**src/rtl/uart_rx_if.sv**
```systemverilog
// Handshake bundle between the 8N1 serial receiver and its consumer.
// The master side drives the serial line and the acknowledge, the slave
// side (the receiver) drives the received byte and its status flags.
interface uart_rx_if;
    logic       RX;
    logic       clr_rdy;
    logic [7:0] rx_data;
    logic       rdy;
    logic       frm_err;

    modport master (
        output RX,
        output clr_rdy,
        input  rx_data,
        input  rdy,
        input  frm_err
    );

    modport slave (
        input  RX,
        input  clr_rdy,
        output rx_data,
        output rdy,
        output frm_err
    );
endinterface

```
**src/rtl/uart_rx.sv**
```systemverilog
// 8N1 serial receiver. The line is synchronised through two flops, a low
// level seen in IDLE starts a frame, and each of the ten bits (start, eight
// data bits LSB first, stop) is sampled in the middle of its bit period.
// The assembled byte is presented with a sticky rdy flag and a framing-error
// flag that reflects the stop bit of that same byte.
module uart_rx #(
    parameter int BAUD_DIV = 2604
) (
    input  logic     clk,
    input  logic     rst,
    uart_rx_if.slave bus
);

    localparam int CW   = $clog2(BAUD_DIV);
    localparam int HALF = BAUD_DIV / 2;

    typedef enum logic {
        IDLE,
        RECEIVE
    } state_t;

    state_t          state;
    state_t          state_next;
    logic [1:0]      sync_q;
    logic            rx_s;
    logic [CW-1:0]   baud_cnt;
    logic [3:0]      bit_cnt;
    logic [8:0]      shift_q;
    logic            deliver_q;
    logic            init;
    logic            sample_tick;
    logic            finish;

    assign rx_s = sync_q[1];

    // State register; a reset abandons any frame in progress.
    always_ff @(posedge clk) begin
        if (rst) begin
            state <= IDLE;
        end else begin
            state <= state_next;
        end
    end

    // Next state and per-cycle strobes: frame start, bit sample, frame end.
    always_comb begin
        state_next  = state;
        init        = 1'b0;
        sample_tick = 1'b0;
        finish      = 1'b0;
        case (state)
            IDLE: begin
                if (!rx_s) begin
                    init       = 1'b1;
                    state_next = RECEIVE;
                end
            end
            RECEIVE: begin
                if (baud_cnt == '0) begin
                    sample_tick = 1'b1;
                    if (bit_cnt == 4'd0 && rx_s) begin
                        state_next = IDLE;
                    end else if (bit_cnt == 4'd9) begin
                        finish     = 1'b1;
                        state_next = IDLE;
                    end
                end
            end
            default: begin
                state_next = IDLE;
            end
        endcase
    end

    // Two-flop synchroniser for the asynchronous line; resets to idle-high.
    always_ff @(posedge clk) begin
        if (rst) begin
            sync_q <= 2'b11;
        end else begin
            sync_q <= {sync_q[0], bus.RX};
        end
    end

    // Baud and bit counters; the half-period preload puts samples mid-bit.
    always_ff @(posedge clk) begin
        if (rst) begin
            baud_cnt <= '0;
            bit_cnt  <= 4'd0;
        end else begin
            if (init) begin
                baud_cnt <= CW'(HALF - 1);
                bit_cnt  <= 4'd0;
            end else if (state == RECEIVE) begin
                if (baud_cnt == '0) begin
                    baud_cnt <= CW'(BAUD_DIV - 1);
                end else begin
                    baud_cnt <= baud_cnt - CW'(1);
                end
                if (sample_tick) begin
                    bit_cnt <= bit_cnt + 4'd1;
                end
            end
        end
    end

    // Shift samples in from the top; after the stop sample the low eight
    // bits hold the data byte and bit 8 holds the stop bit.
    always_ff @(posedge clk) begin
        if (rst) begin
            shift_q <= 9'd0;
        end else if (sample_tick) begin
            shift_q <= {rx_s, shift_q[8:1]};
        end
    end

    // Delivery is delayed one cycle after the stop sample so the shift
    // register has settled; delivery beats both acknowledge and the clear
    // at the start of a following frame, so a break never loses a byte.
    always_ff @(posedge clk) begin
        if (rst) begin
            deliver_q   <= 1'b0;
            bus.rx_data <= 8'h00;
            bus.rdy     <= 1'b0;
            bus.frm_err <= 1'b0;
        end else begin
            deliver_q <= finish;
            if (deliver_q) begin
                bus.rx_data <= shift_q[7:0];
                bus.rdy     <= 1'b1;
                bus.frm_err <= ~shift_q[8];
            end else if (init) begin
                bus.rdy     <= 1'b0;
                bus.frm_err <= 1'b0;
            end else if (bus.clr_rdy) begin
                bus.rdy <= 1'b0;
            end
        end
    end

endmodule

```
**src/flat_wrapper.sv**
```systemverilog
// flat-port wrapper written by rule: the top's interface ports become plain ports
module uart_rx_flat 
#(
    parameter int BAUD_DIV = 2604
)
  (clk, rst, bus_RX, bus_clr_rdy, bus_rx_data, bus_rdy, bus_frm_err);
  uart_rx_if bus_i ();
  input  logic clk;
  input  logic rst;
  input wire logic [$bits(bus_i.RX)-1:0] bus_RX;
  input wire logic [$bits(bus_i.clr_rdy)-1:0] bus_clr_rdy;
  output wire logic [$bits(bus_i.rx_data)-1:0] bus_rx_data;
  output wire logic [$bits(bus_i.rdy)-1:0] bus_rdy;
  output wire logic [$bits(bus_i.frm_err)-1:0] bus_frm_err;
  assign bus_i.RX = bus_RX;
  assign bus_i.clr_rdy = bus_clr_rdy;
  assign bus_rx_data = bus_i.rx_data;
  assign bus_rdy = bus_i.rdy;
  assign bus_frm_err = bus_i.frm_err;
  uart_rx #(.BAUD_DIV(BAUD_DIV)) u_core (.clk(clk), .rst(rst), .bus(bus_i));
endmodule
```
**config.mk**
```make
export PLATFORM = sky130hd
export DESIGN_NAME = uart_rx_flat
export DESIGN_NICKNAME = d
export VERILOG_FILES = /design/src/rtl/uart_rx_if.sv /design/src/rtl/uart_rx.sv /design/src/flat_wrapper.sv
export SDC_FILE = /design/constraint.sdc
export NUM_CORES = 1
export LEC_CHECK = 0
export ABC_AREA = 1
export BUFFER_PORTS_ARGS = -buffer_cell sky130_fd_sc_hd__buf_2
export CORE_MARGIN = 1.5
export CORE_UTILIZATION = 25
export CTS_CLUSTER_SIZE = 25
export DETAILED_ROUTE_END_ITERATION = 16
export PLACE_DENSITY_LB_ADDON = 0.12
export SYNTH_ARGS = -nofsm -noshare
export SYNTH_HDL_FRONTEND = slang
export SYNTH_SLANG_ARGS = --single-unit
```
**constraint.sdc**
```tcl
create_clock -name clk -period 1.9 [get_ports clk]
set_clock_uncertainty 0.05 [all_clocks]
set_input_delay 0.095 -clock clk [delete_from_list [all_inputs] [get_ports clk]]
set_output_delay 0.095 -clock clk [all_outputs]
set_load 0.005 [all_outputs]
```
==> flow_metrics.py <==
metrics = {
    "clock_network": {
        "numClockSinks": 39,
        "cts.path.max_buffers": 2,
        "clk_latency_ns": 0.29,
        "postCtsSetupBuffers": 0,
        "clockRootBuffer": "clkbuf_8",
        "clk_pin_slew_ns": 0.08,
        "numCtsBuffers": 5,
        "htree_levels": 2,
        "cts_tree": "yes",
    },
    "critical_path": {
        "arrival_ns": 1.71,
        "critPathTopFamily": "flip-flops",
        "required_ns": 2.05,
        "cpPeakStageDelay_ns": 0.39,
        "path_buf_inv": 2,
        "cp-start-kind": "flip-flop",
        "slowest_stage": "dfxtp_1",
        "critical_path_class": "reg -> reg",
        "path_max_fanout": 5,
        "worst_setup_path_end_kind": "flip-flop",
        "crit_path_cell_trace": "inv_1, ha_1, nand2_2, nor2_4, a21oi_1, nand3_1, nand2_1, inv_1",
        "crit_path_frequent_cell": "inv_1",
    },
    "timing": {
        "finalSetupTns_ns": 0,
        "fin_crit_sh": 0.824,
        "drv_slew": 0,
        "rsz0062_at_grt": "no",
        "tightest_slew_ns": 0.403,
        "setup_viol": 0,
        "max_freq_mhz": 639,
        "max-slew-margin-rel": 0.731,
        "period_needed_ns": 1.57,
        "hold_ws_ns": 0.0549,
        "hold_viol": 0,
    },
    "synth": {
        "ys_ff_latch": 39,
        "ys_dominant_reg_cell": "dfxtp_1",
        "synth.area.top_cells": "dfxtp_1 (47%), inv_1 (8.3%), nand2_1 (8.1%)",
        "synth_top_area_frac": 0.467,
        "ys_types": 30,
        "synthCells": 216,
        "synthArstFlopShare": 0,
        "synth_edf_count": 0,
        "synth_area_leader_cell": "dfxtp_1",
        "syn-mean-instance-area_um2": 7.74,
        "syn_nets": 224,
        "syn_area_mm2": 0.00167,
        "synth_warnings": 0,
        "seq_area_frac_synth": 0.467,
    },
    "pwr": {
        "power.density_mw_per_mm2": 962,
        "p_leak_nw": 0.853,
        "peakVddDrop_v": 0.000420,
    },
    "placement": {
        "dp.cells": 303,
        "hpwl_um": 2420,
        "place_congestion": 0.752,
        "port-buffer-count": 13,
    },
    "drt": {
        "drc": 0,
        "dr.pass1.iters": 6,
        "first_iter_violations": 46,
        "drt_wl_total_um": 3410,
        "wire_per_inst_um": 10.9,
        "viasPerCell": 4.22,
        "route.vias.total": 1322,
        "ant_nets": 0,
    },
    "floorplan": {
        "core_mm2": 0.00642,
        "die_w_um": 84.8,
        "die_area_mm2": 0.00719,
        "die_h_um": 84.8,
        "ioPinCount": 14,
        "floorplan.initialDensity": 0.260,
        "row_count": 29,
    },
    "grt": {
        "grt.total_usage": 0.108,
        "grt_max_degree": 31,
        "grt_pass1_vias": 1315,
        "grt_pass1_wl_um": 6100,
        "grt_overflow": 0,
        "antenna_found_initial": 0,
    },
    "job": {
        "cap_violations": 0,
    },
    "final_layout": {
        "num-nets-final": 243,
        "area_delta_synth_final_pct": 17.8,
        "drive_gt1_frac": 0.153,
        "fin_cells": 313,
        "antenna_cells": 0,
        "fillCellCount": 689,
    },
    "worst_hold_path": {
        "min_path_type": "in -> reg",
    },
    "status": {
        "outcome": "finished clean",
    },
}
## per-layer routing
layer	wire length [um]	part of all wire	track usage
met5	0	0	0
met4	52	0.015	0.0402
met1	1750	0.51	0.138
met3	100	0.029	0.0295
met2	1500	0.44	0.175
## state kept, by name (all words and copies together), names as in the netlist
register	cells
u_core.bus.frm_err	1
u_core.shift_q	9
u_core.bus.rdy	1
u_core.bit_cnt	4
u_core.deliver_q	1
u_core.state	1
u_core.baud_cnt	12
u_core.bus.rx_data	8
u_core.sync_q	2
## layout make-up
cell class	instances	area, um2	share of cell area
Sequential cell	39	781	0.396
Multi-Input combinational cell	132	699	0.355
Inverter	39	151	0.0769
Timing Repair Buffer	18	120	0.0610
Tap cell	77	96.3	0.0489
Clock buffer	6	82.6	0.0419
Clock inverter	2	38.8	0.0197
## kinds of logic after synthesis
| kind of cell | synth area share |
|---|---|
| buffers and inverters | 0.115 |
| and+or+nand+nor | 0.190 |
| AOI/OAI and AO/OA | 0.167 |
| adders and majority gates | 0.0299 |
| DFF | 0.467 |
| xor gates and xnor gates | 0.0314 |
## power breakdown
| group | leakage (nW) | internal [W] | switching, W |
|---|---|---|---|
| Sequential | 0.317 | 0.000858 | 0.0000336 |
| Clock | 0.0618 | 0.000432 | 0.000315 |
| Combinational | 0.474 | 0.0000993 | 0.000156 |
| Total | 0.853 | 0.00139 | 0.000505 |
## per-stage QoR
| stage | instance area (um2) | setup WS, ns | utilization | total power [W] |
|---|---|---|---|---|
| global route | 1970 | 0.160 | 0.307 | 0.00201 |
| detailed placement | 1830 | 0.301 | 0.285 | 0.00117 |
| floorplan | 1670 | 0.516 | - | 0.00111 |
| finish | 1970 | 0.335 | 0.307 | 0.00189 |
| CTS | 1970 | 0.290 | 0.307 | 0.00194 |
| global placement | 1830 | 0.328 | 0.285 | 0.00117 |
## synth_stat cells, drive strengths merged (3+ instances only)
master  number
dfxtp       39
inv         38
nand2       37
nor2        20
a21oi       19
o21ai       19
o22ai        9
nand3        8
buf          5
ha           4
or2          3
xnor2        3
xor2         3
## path summary, 6_finish.rpt
check,startpoint,endpoint,slack (ns),depth (start not counted)
worst min register to register,u_core.sync_q[0],u_core.sync_q[1],0.36,1
worst min-delay path,rst,u_core.shift_q[8],0.05,2
worst max register to register,u_core.baud_cnt[0],u_core.baud_cnt[0],0.33,8
worst max-delay path,u_core.baud_cnt[0],u_core.baud_cnt[0],0.33,8
## cells in the final DEF, fill, tap and decap left out, types with 3 or more instances in the layout
| master | instances |
|---|---|
| or2_2 | 3 |
| nand3_1 | 7 |
| o21ai_0 | 19 |
| nor2_1 | 16 |
| xor2_1 | 3 |
| clkbuf_8 | 6 |
| ha_1 | 4 |
| o22ai_1 | 9 |
| nand2_1 | 36 |
| a21oi_1 | 18 |
| dfxtp_1 | 39 |
| inv_1 | 37 |
| buf_2 | 13 |
| xnor2_1 | 3 |
## repair_timing
action	in CTS	in global routing
endpoints found under the hold margin	2	0
gates resized for setup	0	0
hold buffers	2	0
Power figures use the tool's default switching activity.
